==> config.mk <==
export PLATFORM = sky130hd
export DESIGN_NAME = button_event_scheduler
export DESIGN_NICKNAME = d
export VERILOG_FILES = /design/src/rtl/button_pkg.sv /design/src/rtl/button_event_fifo.sv /design/src/rtl/button_event_scheduler.sv
export SDC_FILE = /design/constraint.sdc
export NUM_CORES = 1
export LEC_CHECK = 0
export CORE_ASPECT_RATIO = 0.8
export CORE_MARGIN = 2
export CORE_UTILIZATION = 51
export DETAILED_ROUTE_END_ITERATION = 7
export PLACE_DENSITY = 0.75
export SETUP_SLACK_MARGIN = 0.2
export SLEW_MARGIN = 0
export SYNTH_ARGS = -nofsm -noshare
export SYNTH_HDL_FRONTEND = slang
export SYNTH_SLANG_ARGS = --single-unit
==> constraint.sdc <==
create_clock -name regular_clk -period 1.9 [get_ports regular_clk]
set_input_delay 0.475 -clock regular_clk [delete_from_list [all_inputs] [get_ports regular_clk]]
set_output_delay 0.475 -clock regular_clk [all_outputs]
set_load 0.01 [all_outputs]
==> src/rtl/button_pkg.sv <==
// button_pkg: shared constants and event-record helpers for the button event scheduler.
// BTN_AUTOREPEAT_EN adds a repeat flag above the id in each event record.
package button_pkg;
  localparam int CLK_HZ = 31_500_000;
  localparam int SAMPLE_HZ = 200;
  localparam int TICK_DIV_DEF = CLK_HZ / SAMPLE_HZ;
  localparam int REPEAT_DLY_DEF = 100;
  localparam int REPEAT_RATE_DEF = 20;
  function automatic int id_width(input int n);
    return (n > 1) ? $clog2(n) : 1;
  endfunction
  // Event record is {repeat, id}; without auto-repeat only the id is stored.
  function automatic int evt_width(input int id_w);
`ifdef BTN_AUTOREPEAT_EN
    return id_w + 1;
`else
    return id_w;
`endif
  endfunction
endpackage

==> src/rtl/button_event_fifo.sv <==
// button_event_fifo: synchronous FIFO for button events; push accepted when full only alongside a pop.
module button_event_fifo import button_pkg::*; #(
  parameter int WIDTH = 2,
  parameter int DEPTH = 4
) (
  input  logic             clk,
  input  logic             rst_n,
  input  logic             push,
  input  logic [WIDTH-1:0] din,
  input  logic             pop,
  output logic [WIDTH-1:0] dout,
  output logic             full,
  output logic             empty
);
  localparam int AW = $clog2(DEPTH);
  logic [WIDTH-1:0] mem [DEPTH];
  logic [AW-1:0] wptr, rptr;
  logic [AW:0] cnt;
  logic wr, rd;
  assign full = cnt == (AW+1)'(DEPTH);
  assign empty = cnt == '0;
  assign wr = push && (!full || pop);
  assign rd = pop && !empty;
  assign dout = empty ? '0 : mem[rptr];
  // Pointers wrap naturally because DEPTH is a power of two.
  always_ff @(posedge clk or negedge rst_n)
    if (!rst_n) begin
      wptr <= '0;
      rptr <= '0;
      cnt <= '0;
    end else begin
      wptr <= wptr + AW'(wr);
      rptr <= rptr + AW'(rd);
      cnt <= cnt + (AW+1)'(wr) - (AW+1)'(rd);
    end
  // Storage needs no reset; the head is masked while empty.
  always_ff @(posedge clk)
    if (wr) mem[wptr] <= din;
endmodule

==> src/rtl/button_event_scheduler.sv <==
// button_event_scheduler: sample-tick prescaler plus round-robin serialiser of debounced button presses.
// Optional feature macro: BTN_AUTOREPEAT_EN (per-button hold counters generating repeat events).
module button_event_scheduler import button_pkg::*; #(
  parameter int NUM_BTN = 4,
  parameter int TICK_DIV = TICK_DIV_DEF,
  parameter int FIFO_DEPTH = 4,
  parameter int REPEAT_DLY = REPEAT_DLY_DEF,
  parameter int REPEAT_RATE = REPEAT_RATE_DEF
) (
  input  logic                            regular_clk,
  input  logic                            reset_n,
  output logic                            slow_tick,
  input  logic [NUM_BTN-1:0]              btn_pulse,
  input  logic [NUM_BTN-1:0]              btn_level,
  output logic                            evt_valid,
  input  logic                            evt_ready,
  output logic [id_width(NUM_BTN)-1:0]    evt_id,
  output logic                            evt_repeat,
  output logic                            overflow,
  input  logic                            ovf_clear
);
  localparam int ID_W = id_width(NUM_BTN);
  localparam int EW = evt_width(ID_W);
  localparam int CW = $clog2(TICK_DIV);
  logic [CW-1:0] pre_cnt;
  logic [NUM_BTN-1:0] pend, rep, rep_fire, rep_set, gnt_mask, drop;
  logic [ID_W-1:0] rr, gnt_id, cand;
  logic gnt_vld, grant, pop, full, empty;
  logic [EW-1:0] din, dout;
  assign slow_tick = pre_cnt == CW'(TICK_DIV - 1);
  // Free-running prescaler producing the shared debouncer sample strobe.
  always_ff @(posedge regular_clk or negedge reset_n)
    if (!reset_n) pre_cnt <= '0;
    else pre_cnt <= slow_tick ? '0 : pre_cnt + CW'(1);
  // Round-robin search starting just after the last granted button; the lowest offset wins.
  always_comb begin
    gnt_vld = 1'b0;
    gnt_id = '0;
    cand = '0;
    for (int k = NUM_BTN; k >= 1; k--) begin
      cand = ID_W'((int'(rr) + k) % NUM_BTN);
      if (pend[cand]) begin
        gnt_vld = 1'b1;
        gnt_id = cand;
      end
    end
  end
  assign pop = evt_valid && evt_ready;
  assign grant = gnt_vld && (!full || pop);
  assign gnt_mask = grant ? (NUM_BTN'(1) << gnt_id) : '0;
  // A real press on top of a queued repeat replaces it instead of counting as lost.
  assign drop = btn_pulse & pend & ~rep & ~gnt_mask;
  assign rep_set = rep_fire & ~pend & ~btn_pulse;
  // Pending flags, arbitration pointer and sticky overflow (set beats clear).
  always_ff @(posedge regular_clk or negedge reset_n)
    if (!reset_n) begin
      pend <= '0;
      rr <= '0;
      overflow <= 1'b0;
    end else begin
      pend <= btn_pulse | rep_set | (pend & ~gnt_mask);
      rr <= grant ? gnt_id : rr;
      overflow <= (|drop) ? 1'b1 : ovf_clear ? 1'b0 : overflow;
    end
`ifdef BTN_AUTOREPEAT_EN
  localparam int HW = $clog2(REPEAT_DLY + 1);
  logic [HW-1:0] hold [NUM_BTN];
  always_comb begin
    rep_fire = '0;
    for (int i = 0; i < NUM_BTN; i++)
      rep_fire[i] = btn_level[i] && slow_tick && hold[i] == HW'(REPEAT_DLY - 1);
  end
  // Hold counters reload to DLY-RATE after each fire so later repeats come every RATE ticks.
  always_ff @(posedge regular_clk or negedge reset_n)
    if (!reset_n) begin
      for (int i = 0; i < NUM_BTN; i++) hold[i] <= '0;
    end else begin
      for (int i = 0; i < NUM_BTN; i++)
        hold[i] <= !btn_level[i] ? '0 : !slow_tick ? hold[i] :
                   rep_fire[i] ? HW'(REPEAT_DLY - REPEAT_RATE) : hold[i] + HW'(1);
    end
  // Repeat flag travels with the pending bit; a real press always clears it.
  always_ff @(posedge regular_clk or negedge reset_n)
    if (!reset_n) rep <= '0;
    else rep <= (rep | rep_set) & ~btn_pulse;
  assign din = {rep[gnt_id], gnt_id};
  assign evt_repeat = dout[EW-1];
`else
  logic unused_cfg;
  assign unused_cfg = ^{btn_level, REPEAT_DLY[0], REPEAT_RATE[0]};
  assign rep = '0;
  assign rep_fire = '0;
  assign din = gnt_id;
  assign evt_repeat = 1'b0;
`endif
  assign evt_id = dout[ID_W-1:0];
  assign evt_valid = !empty;
  button_event_fifo #(.WIDTH(EW), .DEPTH(FIFO_DEPTH)) u_fifo (
    .clk(regular_clk),
    .rst_n(reset_n),
    .push(grant),
    .din(din),
    .pop(pop),
    .dout(dout),
    .full(full),
    .empty(empty)
  );
endmodule

==> impl_metrics.yaml, run 1 <==
sta:
  fin_crit_ns: 2.025
  final_max_slew_viol_count: 0
  rsz0062_at_grt: "true"
  max_freq_ghz: 0.4937
  layout_setup_ws_ns: -0.1253
  clock_skew_ns: 0.008610
  setup_viol: 5
  hold_violations: 0
  fin_crit_sh_pct: 106.6
  tns_ns: -0.4276
logic_synthesis:
  synth_cell_type_count: 43
  yosys_warnings: 0
  ys.flop_type: "dfrtp_1"
  syn-num-nets: 183
  ys_ff_latch: 40
  syn_area_per_cell_um2: 11.53
  syn_inst: 165
  synth_edf_count: 8
  synth_seq_area_share_pct: 54.70
  async_reset_ff_share_pct: 80.00
  netlist_area_um2: 1903
floorplan:
  io_pins: 18
  coreArea_um2: 3495
  die_w_um: 72.30
  floorplan.die_area_um2: 4239
  initial_utilization_pct: 54.46
  chipHeight_um: 58.64
  fp-row-count: 19
setup_path:
  critical_path_depth: 4
  crit_buf_inv: 2
  end_kind: "primary output"
  critPathLaunchType: "flop"
  worstPathRequired_ns: 1.42
  worstSetupPathType: "reg -> out"
  max_stage_delay_ns: 0.49
  crit_path_max_fanout: 2
  crit_chain: "buf_6 > mux4_2 > nor2b_1 > buf_2"
  reg2reg_depth: 9
  slowest_stage: "mux4_2"
  path_delay_family: "multiplexers"
  cp.arrival_ns: 1.55
placement:
  gp_congestion: 0.7515
  portBuffers: 12
  dp_hpwl_um: 2738
min_path:
  hold_class: "reg -> reg"
  whs_path_depth: 1
clock_tree:
  htreeDepth: 2
  cts_buffers: 5
  clkLatencyLatePin_ns: 0.29
  cts.sinks: 40
  cts_buffer_depth: 2
  root_buffer: "clkbuf_8"
  clkTransAtPathRegs_ns: 0.08
  cts_tree: "built"
power:
  powerDensity_nw_per_um2: 1423
  power.static_leakage_nw: 1.174
  peakVddDrop_mv: 0.9966
detailed_routing:
  routed_wirelength_um: 3990
  drcViolationCount: 0
  drt_iter0_drc: 63
  drt_pass1_iterations: 4
  postRouteAntennaNets: 0
  wire_per_inst_um: 15.11
  vias_per_cell: 5.337
  vias: 1409
finish:
  diodes: 0
  syn2layout_area_growth_pct: 40.70
  fill_cells: 217
  fin_nets: 239
  layout-drive-gt1-share_pct: 40.09
  multi_input_comb_area_um2: 998.5
  utilization_pct: 76.62
  regArea_um2: 1046
global_route:
  first_global_vias: 1419
  grt_start_max_net_pins: 33
  grt.overflow.total: 0
  grt_pass1_wl_um: 6596
  antenna_found_initial: 0
  grt_util_all_layers_pct: 20.93
outcome:
  violations: "setup timing"
  status: "finished, violations left"
job:
  cap_violations: 0
-- sequential cells by signal (all words and copies together) (netlist names) --
name	flops
pend	4
u_fifo.rptr	2
overflow	1
u_fifo.mem	8
u_fifo.cnt	3
rr	2
u_fifo.wptr	2
pre_cnt	18
-- through the flow --
step / hold WS, ns / cell area [um^2] / setup WS [ns] / std cells / power (mW)
4_1_cts: 0.5227 / 2516 / -0.1459 / 260 / 3.507
3_5_place_dp: 0.5091 / 2313 / -0.5119 / 244 / 2.692
2_1_floorplan: 0.1794 / 1953 / -0.07288 / 165 / 2.194
5_1_grt: 0.5429 / 2678 / -0.2038 / 264 / 4.051
3_3_place_gp: 0.4988 / 2313 / -0.4635 / 244 / 2.575
6_report: 0.5193 / 2678 / -0.1253 / 264 / 3.810
-- synthesized netlist by cell type, types with 2 or more instances --
master    count  share of area [%]
mux4_2        2                2.4
nor3_1        5                1.3
xor2_1        9                4.1
and3_1        2               0.66
xnor2_1      10                4.6
inv_1        10                2.0
o21ai_0       2               0.53
dfrtp_1      32                 42
edfxtp_1      8                 13
ha_1          5                3.3
nor2_1       16                3.2
nand3_1       7                1.8
a21o_1        2               0.79
nand2_1      14                2.8
nor2b_1       4                1.3
nand4_1       5                1.6
nand2b_1      5                1.6
a31oi_1       2               0.66
-- final timing paths --
path	endpoint	slack [ns]	from
min reg2reg	u_fifo.rptr[1]$_DFF_PN0_	0.52	u_fifo.rptr[1]$_DFF_PN0_
max	evt_id[0]	-0.13	u_fifo.rptr[0]$_DFF_PN0_
min in group asynchronous	pre_cnt[8]$_DFF_PN0_	0.60	reset_n
max in group asynchronous	pend[2]$_DFF_PN0_	1.00	reset_n
min	u_fifo.rptr[1]$_DFF_PN0_	0.52	u_fifo.rptr[1]$_DFF_PN0_
max reg2reg	u_fifo.cnt[2]$_DFF_PN0_	-0.07	u_fifo.cnt[2]$_DFF_PN0_
-- placed cells by master, fill, tap and decap left out, types with 3 or more instances in the layout --
cell             synthesis  routed
xnor2_1                 10       9
dfrtp_2                  0       4
nand2_1                 14      13
buf_4                    1      30
dfrtp_1                 32      28
and3_4                   1       3
nor2_1                  16      14
edfxtp_1                 8       8
clkdlybuf4s50_1          0       7
ha_4                     0       3
nor2b_1                  4       4
buf_6                    0      10
nand3_1                  7       6
nand2b_1                 5       5
clkbuf_8                 0       5
buf_2                    1       3
nand4_1                  5       5
inv_1                   10       5
inv_2                    0       5
xor2_1                   9       9
-- what timing repair did --
| item | 4_1_cts | 5_1_grt |
|---|---|---|
| pin swaps | 8 | 7 |
| buffers inserted | 8 | 4 |
| gates cloned | 0 | 0 |
| resized for setup | 33 | 28 |
| hold buffers | 0 | 0 |
| setup endpoints to repair | 20 | 21 |
-- area by class of cell --
cell class | instances | area share, %
tap | 42 | 1.963
clock inverter | 3 | 1.589
timing repair buffer | 51 | 16.12
clock buffer | 5 | 2.570
sequential | 40 | 39.07
multi-input combinational | 113 | 37.29
inverter | 10 | 1.402
-- power by group --
| part | leakage [nW] | internal [mW] | switching, mW |
|---|---|---|---|
| Sequential | 0.464 | 1.20 | 0.300 |
| Combinational | 0.654 | 0.915 | 0.710 |
| Clock | 0.0558 | 0.389 | 0.295 |
-- logic make-up (layout without fill, tap and decap cells) --
logic type | count (synthesis) | in the layout | share of synthesized area [%]
fa+ha+maj | 6 | 6 | 4.339
xor+xnor | 19 | 19 | 8.744
buf+inv | 12 | 69 | 2.630
simple gates | 68 | 68 | 19.92
other cells | 1 | 1 | 0.1970
compound gates | 15 | 15 | 5.983
flops | 40 | 40 | 54.70
mux | 4 | 4 | 3.484
-- routing by layer --
| layer | wire length [um] | share of wire [%] | vias up | track usage (%) |
|---|---|---|---|---|
| met5 | 0 | 0 | - | 0 |
| met1 | 1808 | 45 | 688 | 27.40 |
| met4 | 53 | 1.3 | 0 | 8.086 |
| met3 | 145 | 3.6 | 6 | 4.966 |
| met2 | 1983 | 50 | 26 | 34.21 |
| li1 | - | - | 689 | - |
(Power assumes the default switching activity.)
==> run 2, diff against run 1 <==
--- a/config.mk
+++ b/config.mk
@@ -8,6 +8,7 @@
 export CORE_ASPECT_RATIO = 0.8
 export CORE_MARGIN = 2
 export CORE_UTILIZATION = 51
+export CTS_CLUSTER_DIAMETER = 30
 export DETAILED_ROUTE_END_ITERATION = 7
 export PLACE_DENSITY = 0.75
 export SETUP_SLACK_MARGIN = 0.2
==> results of run 2 <==
The final DEF is identical to that of run 1; final timing and power are the same.
